File: src/rtl/instruction_fetch_stage_pkg.sv
`default_nettype none
// ============================================================================
// Module      : instruction_fetch_stage_pkg
// Description : Opcodes, instruction field positions and fetch FSM encoding
//               shared by the fetch stage and its neighbours.
// Revision    : 1.0 - initial release
// ============================================================================
package instruction_fetch_stage_pkg;

    localparam logic [5:0] OP_RFORMAT = 6'b000000;
    localparam logic [5:0] OP_LW      = 6'b000001;
    localparam logic [5:0] OP_SW      = 6'b000010;
    localparam logic [5:0] OP_BEQ     = 6'b000011;

    localparam int OPCODE_MSB = 31;
    localparam int OPCODE_LSB = 26;
    localparam int PC_STEP    = 4;

    typedef logic [1:0] fetch_state_t;
    localparam fetch_state_t FETCH    = 2'd0;
    localparam fetch_state_t HOLD     = 2'd1;
    localparam fetch_state_t REDIRECT = 2'd2;

endpackage
`default_nettype wire

File: src/rtl/instruction_fetch_stage_if.sv
`default_nettype none
// ============================================================================
// Module      : instruction_fetch_stage_if
// Description : Instruction-memory request/ready bus between fetch and memory.
// Revision    : 1.0 - initial release
// ============================================================================
interface instruction_fetch_stage_if #(
    parameter int ADDR_W  = 16,
    parameter int INSTR_W = 32
);
    logic               imemReq;
    logic [ADDR_W-1:0]  imemAddr;
    logic               imemReady;
    logic [INSTR_W-1:0] imemData;

    modport master (
        output imemReq,
        output imemAddr,
        input  imemReady,
        input  imemData
    );

    modport slave (
        input  imemReq,
        input  imemAddr,
        output imemReady,
        output imemData
    );
endinterface
`default_nettype wire

File: src/rtl/instruction_fetch_stage_if_id_register.sv
`default_nettype none
// ============================================================================
// Module      : if_id_register
// Description : Pipeline register holding valid, instruction and pc+4, with
//               load / hold / flush / bubble controls.
// Revision    : 1.0 - initial release
// ============================================================================
module if_id_register #(
    parameter int ADDR_W  = 16,
    parameter int INSTR_W = 32
) (
    input  wire logic               clk,
    input  wire logic               rst,
    input  wire logic               i_load,
    input  wire logic               i_flush,
    input  wire logic               i_bubble,
    input  wire logic [INSTR_W-1:0] i_instruction,
    input  wire logic [ADDR_W-1:0]  i_pcPlus4,
    output logic                    o_valid,
    output logic [INSTR_W-1:0]      o_instruction,
    output logic [ADDR_W-1:0]       o_pcPlus4
);

    // Flush clears the instruction too; a bubble only drops valid.
    always_ff @(posedge clk) begin
        if (rst) begin
            o_valid       <= 1'b0;
            o_instruction <= '0;
            o_pcPlus4     <= '0;
        end else if (i_flush) begin
            o_valid       <= 1'b0;
            o_instruction <= '0;
        end else if (i_load) begin
            o_valid       <= 1'b1;
            o_instruction <= i_instruction;
            o_pcPlus4     <= i_pcPlus4;
        end else if (i_bubble) begin
            o_valid       <= 1'b0;
        end
    end

endmodule
`default_nettype wire

File: src/rtl/instruction_fetch_stage.sv
`default_nettype none
// ============================================================================
// Module      : instruction_fetch_stage
// Description : PC, fetch FSM with one-entry skid buffer and IF/ID register.
// Revision    : 1.0 - initial release
// ============================================================================
module instruction_fetch_stage
    import instruction_fetch_stage_pkg::*;
#(
    parameter int               ADDR_W   = 16,
    parameter logic [ADDR_W-1:0] RESET_PC = '0,
    parameter int               INSTR_W  = 32
) (
    input  wire logic                clk,
    input  wire logic                reset,
    input  wire logic                stall,
    input  wire logic                branchTaken,
    input  wire logic [ADDR_W-1:0]   branchTarget,
    instruction_fetch_stage_if.master imem,
    output logic                     ifIdValid,
    output logic [INSTR_W-1:0]       ifIdInstruction,
    output logic [ADDR_W-1:0]        ifIdPcPlus4,
    output logic [5:0]               opCode,
    output logic [ADDR_W-1:0]        pc
);

    fetch_state_t       r_state;
    fetch_state_t       w_stateNext;
    logic [ADDR_W-1:0]  r_pc;
    logic [ADDR_W-1:0]  w_pcNext;
    logic [ADDR_W-1:0]  w_pcPlus4;
    logic [INSTR_W-1:0] r_skidData;
    logic [ADDR_W-1:0]  r_skidPcPlus4;
    logic               w_skidCapture;
    logic               w_skidClear;
    logic               w_load;
    logic               w_flush;
    logic               w_bubble;
    logic [INSTR_W-1:0] w_loadInstr;
    logic [ADDR_W-1:0]  w_loadPcPlus4;

    assign w_pcPlus4 = r_pc + ADDR_W'(PC_STEP);

    always_ff @(posedge clk) begin
        if (reset) begin
            r_state <= FETCH;
            r_pc    <= RESET_PC;
        end else begin
            r_state <= w_stateNext;
            r_pc    <= w_pcNext;
        end
    end

    // A taken branch outranks stall and imemReady in every state.
    always_comb begin
        w_stateNext   = r_state;
        w_pcNext      = r_pc;
        w_skidCapture = 1'b0;
        w_skidClear   = 1'b0;
        w_load        = 1'b0;
        w_flush       = 1'b0;
        w_bubble      = 1'b0;
        w_loadInstr   = imem.imemData;
        w_loadPcPlus4 = w_pcPlus4;
        if (branchTaken) begin
            w_pcNext    = branchTarget & ~ADDR_W'(3);
            w_flush     = 1'b1;
            w_skidClear = 1'b1;
            w_stateNext = REDIRECT;
        end else begin
            case (r_state)
                FETCH: begin
                    if (imem.imemReady && !stall) begin
                        w_load   = 1'b1;
                        w_pcNext = w_pcPlus4;
                    end else if (imem.imemReady) begin
                        w_skidCapture = 1'b1;
                        w_stateNext   = HOLD;
                    end else if (!stall) begin
                        w_bubble = 1'b1;
                    end
                end
                HOLD: begin
                    if (!stall) begin
                        w_load        = 1'b1;
                        w_loadInstr   = r_skidData;
                        w_loadPcPlus4 = r_skidPcPlus4;
                        w_pcNext      = w_pcPlus4;
                        w_skidClear   = 1'b1;
                        w_stateNext   = FETCH;
                    end
                end
                REDIRECT: begin
                    w_bubble    = 1'b1;
                    w_stateNext = FETCH;
                end
                default: begin
                    w_stateNext = FETCH;
                end
            endcase
        end
    end

    always_ff @(posedge clk) begin
        if (reset || w_skidClear) begin
            r_skidData    <= '0;
            r_skidPcPlus4 <= '0;
        end else if (w_skidCapture) begin
            r_skidData    <= imem.imemData;
            r_skidPcPlus4 <= w_pcPlus4;
        end
    end

    if_id_register #(
        .ADDR_W  (ADDR_W),
        .INSTR_W (INSTR_W)
    ) u_if_id_register (
        .clk           (clk),
        .rst           (reset),
        .i_load        (w_load),
        .i_flush       (w_flush),
        .i_bubble      (w_bubble),
        .i_instruction (w_loadInstr),
        .i_pcPlus4     (w_loadPcPlus4),
        .o_valid       (ifIdValid),
        .o_instruction (ifIdInstruction),
        .o_pcPlus4     (ifIdPcPlus4)
    );

    assign imem.imemReq  = (r_state == FETCH) && !reset;
    assign imem.imemAddr = r_pc;
    assign pc            = r_pc;
    assign opCode        = ifIdInstruction[OPCODE_MSB:OPCODE_LSB];

endmodule
`default_nettype wire

File: src/flat_wrapper.sv
// flat-port wrapper written by rule: the top's interface ports become plain ports
module instruction_fetch_stage_flat import instruction_fetch_stage_pkg::*;
#(
    parameter int               ADDR_W   = 16,
    parameter logic [ADDR_W-1:0] RESET_PC = '0,
    parameter int               INSTR_W  = 32
)
  (clk, reset, stall, branchTaken, branchTarget, ifIdValid, ifIdInstruction, ifIdPcPlus4, opCode, pc, imem_imemReq, imem_imemAddr, imem_imemReady, imem_imemData);
  instruction_fetch_stage_if #(.ADDR_W(ADDR_W), .INSTR_W(INSTR_W)) imem_i ();
  input  wire logic clk;
  input  wire logic reset;
  input  wire logic stall;
  input  wire logic branchTaken;
  input  wire logic [ADDR_W-1:0] branchTarget;
  output logic ifIdValid;
  output logic [INSTR_W-1:0] ifIdInstruction;
  output logic [ADDR_W-1:0] ifIdPcPlus4;
  output logic [5:0] opCode;
  output logic [ADDR_W-1:0] pc;
  output wire logic [$bits(imem_i.imemReq)-1:0] imem_imemReq;
  output wire logic [$bits(imem_i.imemAddr)-1:0] imem_imemAddr;
  input wire logic [$bits(imem_i.imemReady)-1:0] imem_imemReady;
  input wire logic [$bits(imem_i.imemData)-1:0] imem_imemData;
  assign imem_imemReq = imem_i.imemReq;
  assign imem_imemAddr = imem_i.imemAddr;
  assign imem_i.imemReady = imem_imemReady;
  assign imem_i.imemData = imem_imemData;
  instruction_fetch_stage #(.ADDR_W(ADDR_W), .RESET_PC(RESET_PC), .INSTR_W(INSTR_W)) u_core (.clk(clk), .reset(reset), .stall(stall), .branchTaken(branchTaken), .branchTarget(branchTarget), .imem(imem_i), .ifIdValid(ifIdValid), .ifIdInstruction(ifIdInstruction), .ifIdPcPlus4(ifIdPcPlus4), .opCode(opCode), .pc(pc));
endmodule
File: config.mk
export PLATFORM = sky130hd
export DESIGN_NAME = instruction_fetch_stage_flat
export DESIGN_NICKNAME = d
export VERILOG_FILES = /design/src/rtl/instruction_fetch_stage_pkg.sv /design/src/rtl/instruction_fetch_stage_if.sv /design/src/rtl/instruction_fetch_stage_if_id_register.sv /design/src/rtl/instruction_fetch_stage.sv /design/src/flat_wrapper.sv
export SDC_FILE = /design/constraint.sdc
export NUM_CORES = 1
export LEC_CHECK = 0
export ABC_AREA = 0
export CAP_MARGIN = 20
export CORE_AREA = 2 2 111 113
export CTS_CLUSTER_SIZE = 25
export DETAILED_ROUTE_END_ITERATION = 8
export DIE_AREA = 0 0 113 115
export PLACE_DENSITY = 0.83
export SLEW_MARGIN = 15
export SYNTH_ARGS = -nofsm -noshare
export SYNTH_HDL_FRONTEND = slang
export SYNTH_SLANG_ARGS = --single-unit
File: constraint.sdc
create_clock -name clk -period 1.6 [get_ports clk]
set_input_delay 0.24 -clock clk [delete_from_list [all_inputs] [get_ports clk]]
set_output_delay 0.24 -clock clk [all_outputs]
set_load 0.1 [all_outputs]
== Word level (Yosys, flattened, before mapping) ==
Index checks and enable logic that the tools add are counted.
W data, S select, Z words.

* Bits in registers: 115
* Input port bits: 53
* Output and inout port bits: 88
* Logic and storage cells: 69

* Add/sub/neg operators: 1
* Equality and inequality tests: 10
* Muxes and demuxes: 32
* Bitwise logic cells: 1
* Reductions and logical operators: 16

{| class="wikitable"
|+ Operators with widths
! operator !! number
|-
| $mux W16 || 6
|-
| $mux W32 || 3
|-
| $pmux W16 S2 || 1
|-
| $add A16 B3 Y16 const B || 1
|-
| $mux W1 || 15
|-
| $reduce_and A3 Y1 || 4
|-
| $ne A3 B3 Y1 const B || 3
|-
| $mux W2 || 4
|-
| $ne A2 B2 Y1 const B || 3
|-
| $pmux W1 S2 || 2
|-
| $pmux W2 S2 || 1
|-
| $reduce_bool A2 Y1 || 2
|-
| $reduce_or A2 Y1 || 2
|-
| $ne A3 B2 Y1 const B || 1
|-
| $reduce_bool A3 Y1 || 1
|-
| $eq A2 B1 Y1 const B || 1
|-
| $eq A2 B2 Y1 const B || 1
|-
| $logic_and A1 B1 Y1 || 2
|-
| $logic_not A1 Y1 || 2
|-
| $logic_not A2 Y1 || 1
|-
| $ne A2 B1 Y1 const B || 1
|-
| $reduce_and A2 Y1 || 1
|-
| $logic_or A1 B1 Y1 || 1
|-
| $not A1 Y1 || 1
|}

== Logic depth before layout (Yosys ltp) ==
* Word-level depth: 7
* Depth in mapped cells: 8
* Depth with buffers taken out: 6

== By module ==
From an unflattened synthesis, not the netlist that was laid out.

* Cells, all modules: 651
* Area total of the unflattened synthesis: 5288.8 µm²

{| class="wikitable"
|+ By module, submodules not included
! module !! instances !! cells each !! area each (µm²) !! seq. area each (µm²)
|-
| instruction_fetch_stage || 1 || 471 || 3335.7 || 1241.2
|-
| if_id_register || 1 || 180 || 1953.1 || 980.9
|}

== Least setup slack after synthesis ==
Ideal clock, no wire load.

* Path kind: input port to output port
* Start point: in reset
* End point: out imem_imemReq
* Data arrival time: 2.643 ns
* Data required time: 1.360 ns
* Path slack: -1.283 ns
* Stages: 3
* Path buffers: 2
* Cell sequence: clkbuf_1 > clkbuf_1 > nor3_1

* Word-level cells in the longest chain between the ends: 2

{| class="wikitable"
|+ Ends and longest elaborated chain
! item !! line !! text
|-
| start: declaration || flat_wrapper.sv:11 || <nowiki>input wire logic reset;</nowiki>
|-
| $logic_not A1 Y1 || instruction_fetch_stage.sv:130 || <nowiki>assign imem.imemReq = (r_state == FETCH) && !reset;</nowiki>
|-
| $logic_and A1 B1 Y1 || instruction_fetch_stage.sv:130 ||
|-
| end: declaration || flat_wrapper.sv:20 || <nowiki>output wire logic [$bits(imem_i.imemReq)-1:0] imem_imemReq;</nowiki>
|}

No other way between the ends.

== Worst setup path in the final report ==
* Start point: reg u_core.r_state[0]
* End point: reg u_core.r_skidData[6]

* Word-level cells in the longest chain between the ends: 4
* Elaborated cells between the ends (all ways): 7
* Classes of those cells: eq/ne: 1; mux: 4; reduce/logical: 2

{| class="wikitable"
|+ Ends and longest elaborated chain
! item !! line !! text
|-
| start: declaration || instruction_fetch_stage.sv:27 || <nowiki>fetch_state_t r_state;</nowiki>
|-
| start signal: assignment || instruction_fetch_stage.sv:49 || <nowiki>r_state <= w_stateNext;</nowiki>
|-
| $eq A2 B1 Y1 || instruction_fetch_stage.sv:71 || <nowiki>case (r_state)</nowiki>
|-
| $mux W1 || instruction_fetch_stage.sv:71 ||
|-
| $mux W1 || instruction_fetch_stage.sv:65 || <nowiki>if (branchTaken) begin</nowiki>
|-
| $logic_or A1 B1 Y1 || instruction_fetch_stage.sv:105 || <nowiki>if (reset || w_skidClear) begin</nowiki>
|-
| end signal: assignment || instruction_fetch_stage.sv:109 || <nowiki>r_skidData <= imem.imemData;</nowiki>
|-
| end: declaration || instruction_fetch_stage.sv:32 || <nowiki>logic [INSTR_W-1:0] r_skidData;</nowiki>
|}

Parallel ways exist; a longest one is shown, timed or not.
A chain may end at the register's enable or synchronous reset.

==> results.txt <==
The largest fanout of any net on the critical path came out at 13. The number of global-route vias before repair came out at 4823. The final antenna diode count is 0. Counting the buffers created by CTS gives 9. The number of stages on the worst hold path came out at 3.

Of the cells placed in the final design, the portion with a size suffix greater than 1 is 0.3118. The signal on the critical path passes through nand2b_4 > buf_6 > nor4b_4 > buf_6 > buf_12 > buf_12 > nand2_2 > a21oi_2. The share of synthesized area in the top cell type comes to 0.4413. The worst hold path terminates at u_core.r_state[0]$_SDFFE_PP0P_.

Leaving out fill and tap cells, the most frequent cell in the layout is sky130_fd_sc_hd__nand2_1. The run finished, with violations left. For this design, the CTS-stage hold fixing added 0 buffers. At the end of routability-driven placement, the weighted congestion stood at 0.8703. From synthesis to final layout, the design area changed by 66.12%. The cell type with the largest total area after synthesis is sky130_fd_sc_hd__dfxtp_1. The worst register-to-register path begins at u_core.r_state[0]$_SDFFE_PP0P_. The startpoint identified for the worst hold timing path is stall.

The startpoint-to-endpoint class of the critical path is flop to flop. Detailed routing inserted a total of 4996 vias. The average instance in the mapped netlist occupies 8.027 µm². The total track usage is 0.2173. Of the synthesized area, sequential elements account for 0.4413. The critical path starts at u_core.r_state[0]$_SDFFE_PP0P_.

The floorplan step set the die height to 115 µm. In the post-route analysis, the smallest setup slack over all paths is -5.429 ps. The number of different library cells used by synthesis comes to 53. The root buffer selected by CTS is sky130_fd_sc_hd__clkbuf_16. The depth of the worst register-to-register path came out at 8. The global routing met3 resource utilization is 0.03848. The worst stage delay on the critical path is 350 ps. The maximum achievable frequency came out at 622.9 MHz. The number of clock sinks came out at 109. The TritonCTS clock tree is built. In this run the deepest clock path goes through 2 buffers. The worst path in the final design needs a cycle of 1605 ps, including I/O delays and setup. The element type at the critical path end is a flop. The met1 demand-to-capacity share in global routing came out at 0.2494. The first global-routing pass estimated 22780 µm of wire. The number of enable flip-flop cells after synthesis came out at 0. The placeable core region is 11810 µm². Across the run, the number of max-cap violations was 0.

The total overflow left after global routing is 0. Counting every instance in the synthesized netlist gives 616. The final worst hold slack is 420.3 ps. At the end of the flow, the number of nets in the layout was 822. The maximum number of pins on one net before global-route repair is 45. Sorting the synthesized cells by area gives the leading types as sky130_fd_sc_hd__dfxtp_1 44%, sky130_fd_sc_hd__nand2_1 12%, sky130_fd_sc_hd__a311oi_1 5.8%. The register-to-register setup slack is -5 ps. The worst hold path belongs to the class input port to flop. The number of placed I/O pins is 141. Among all flip-flop cells after synthesis, the most frequent one is sky130_fd_sc_hd__dfxtp_1. The routed via count divided by cell count came out at 5.430. The number of storage elements in the synthesis netlist came out at 109. The number of buffers and inverters on the critical path is 4.

The number of antenna violations at the first check in global routing came out at 0. The total of endpoints with negative setup slack in the final report is 1. The count of synthesis-stage warnings from yosys came out at 0. The later pin in the worst-skew pair is clocked with a latency of 350 ps.

The detailed router finished its first iteration with 380 violations. Setup repair after global routing could not meet its margin everywhere. For this run, the detailed router's first-pass iteration total came to 7. After clock tree synthesis, the clock-pin slew on the worst setup and hold paths is 70 ps.

The power per standard cell area came out at 846.9 nW/µm². The maximum resistive drop on vdd is 0.0004602 V. The x dimension of the die is 113 µm.

The placed wire-length estimate after detailed placement came out at 10230 µm. The checks that failed: design-rule violations, negative setup slack. The number of input and output port buffers inserted is 132. The library cells used most frequently in the layout, excluding fill and tap cells, are 153 x sky130_fd_sc_hd__nand2_1, 89 x sky130_fd_sc_hd__buf_12, 87 x sky130_fd_sc_hd__dfxtp_1. The die covers 13000 µm². The endpoint identified for the worst register-to-register timing path is u_core.r_skidData[6]$_SDFFE_PP0P_. The remaining design rule violation count is 13. The maximum level of the CTS H-tree came out at 3. For this configuration, the core starts out at a cell density of 0.4186. The sum of routed wire length over all layers is 15080 µm. The site row count is 40. The signal arrival time at the worst endpoint is 1890 ps.

The number of max-slew violations in the final report came out at 0. The required time of the worst setup path is 1880 ps. The hold violation total from the final report came to 0.

The antenna violation net count after detailed routing is 0. The element type at the critical path start is a flop. The kind of cell with the highest combined delay along the critical path is buffers and inverters. The average wire length per cell after detail routing is 16.39 µm.

The async set-reset flop share out of synthesis came out at 0. The synthesized cell area came out at 4945 µm². For met2 alone, demand over resource in global routing was 0.3924. The leakage dissipation is 3.182 nW. The placement-stage worst setup slack is -420.7 ps. The layer flagged by global routing as most heavily used is met2. The ratio of final minimum period to clock period is 1.003. The worst clock skew on the final layout came out at 5.703 ps. For this design, the slowest cell found on the critical path is sky130_fd_sc_hd__dfxtp_2.
-- worst min-delay path: cells and delay by family --
family                 cells  cell delay [ps]
and+or+nand+nor            1              140
buffers and inverters      2              350
-- worst max-delay path by stage --
stage                                            end  slack [ps]  cells past startpoint
2_1_floorplan  u_core.r_skidPcPlus4[15]$_SDFFE_PP0P_        -230                      6
5_1_grt            u_core.r_skidData[6]$_SDFFE_PP0P_         -50                      8
3_5_place_dp    u_core.imem.imemAddr[3]$_SDFFE_PP0P_        -420                      6
6_report           u_core.r_skidData[6]$_SDFFE_PP0P_          -5                      8
3_3_place_gp   u_core.imem.imemAddr[13]$_SDFFE_PP0P_        -370                      7
4_1_cts        u_core.imem.imemAddr[12]$_SDFFE_PP0P_         -10                      7
-- stage by stage --
step / area [µm²] / power [mW] / TNS [ps] / instances / utilization
global placement: 7488 / 4.465 / -27880 / 884 / 0.6340
floorplan: 5079 / 3.876 / -1549 / 621 / -
global route: 8214 / 7.194 / -625.4 / 920 / 0.6954
finish: 8214 / 6.956 / -5.429 / 920 / 0.6954
detailed placement: 7488 / 4.493 / -32540 / 884 / 0.6340
CTS: 7898 / 6.920 / -20.90 / 904 / 0.6686
-- area by class of cell --
class	count	area, µm²
Fill cell	832	3597
Timing Repair Buffer	207	2885
Multi-Input combinational cell	434	2540
Sequential cell	109	2240
Clock buffer	13	291.5
Tap cell	147	183.9
Clock inverter	3	47.55
Inverter	7	26.28
-- cells by family (layout without fill, tap and decap cells) --
kind of cell,Yosys count,in the layout,share of synthesized area
AND/OR/NAND/NOR,271,271,0.2406
other,1,6,0.0007584
multiplexers,8,8,0.01645
AO/OA/AOI/OAI,126,126,0.1703
XOR/XNOR,22,22,0.03897
buffers and inverters,78,230,0.08907
adder cells (fa/ha/maj),1,1,0.002530
flip-flops,109,109,0.4413
-- cells in the mapped netlist, types with 5 or more instances --
master / count
sky130_fd_sc_hd__nand3_1: 8
sky130_fd_sc_hd__mux2i_1: 7
sky130_fd_sc_hd__o21a_1: 5
sky130_fd_sc_hd__a21oi_1: 52
sky130_fd_sc_hd__buf_2: 22
sky130_fd_sc_hd__dfxtp_1: 109
sky130_fd_sc_hd__nand2_1: 156
sky130_fd_sc_hd__clkbuf_1: 16
sky130_fd_sc_hd__xor2_1: 9
sky130_fd_sc_hd__a311oi_1: 33
sky130_fd_sc_hd__a211oi_1: 7
sky130_fd_sc_hd__inv_1: 7
sky130_fd_sc_hd__nor2_1: 67
sky130_fd_sc_hd__nor3_1: 8
sky130_fd_sc_hd__xnor2_1: 13
sky130_fd_sc_hd__o21ai_0: 13
sky130_fd_sc_hd__buf_4: 30
-- per-layer routing --
layer | wire [µm] | vias to the layer above
met5 | 0 | -
met4 | 595 | 0
met3 | 1056 | 59
met2 | 7656 | 244
met1 | 5771 | 2330
li1 | - | 2363
-- where the power goes --
group / switching [mW] / total, mW / internal (mW)
Combinational: 1.02 / 1.66 / 0.636
Sequential: 0.0882 / 2.86 / 2.77
Clock: 0.990 / 2.44 / 1.45
Total: 2.10 / 6.96 / 4.86
-- flip-flops by register name, indices dropped and copies added (netlist names) --
signal	count
u_core.r_state	2
u_core.r_skidPcPlus4	14
u_core.r_skidData	32
u_core.u_if_id_register.o_instruction	32
u_core.u_if_id_register.o_pcPlus4	14
u_core.u_if_id_register.o_valid	1
u_core.imem.imemAddr	14
-- what timing repair did --
| action | CTS | global route |
|---|---|---|
| pin swaps | 4 | 15 |
| gates resized for setup | 7 | 40 |
| cloned | 1 | 2 |
| buffers inserted | 3 | 14 |
| endpoints found under the setup margin | 21 | 63 |
No activity file was read; power rests on OpenSTA's default activity.
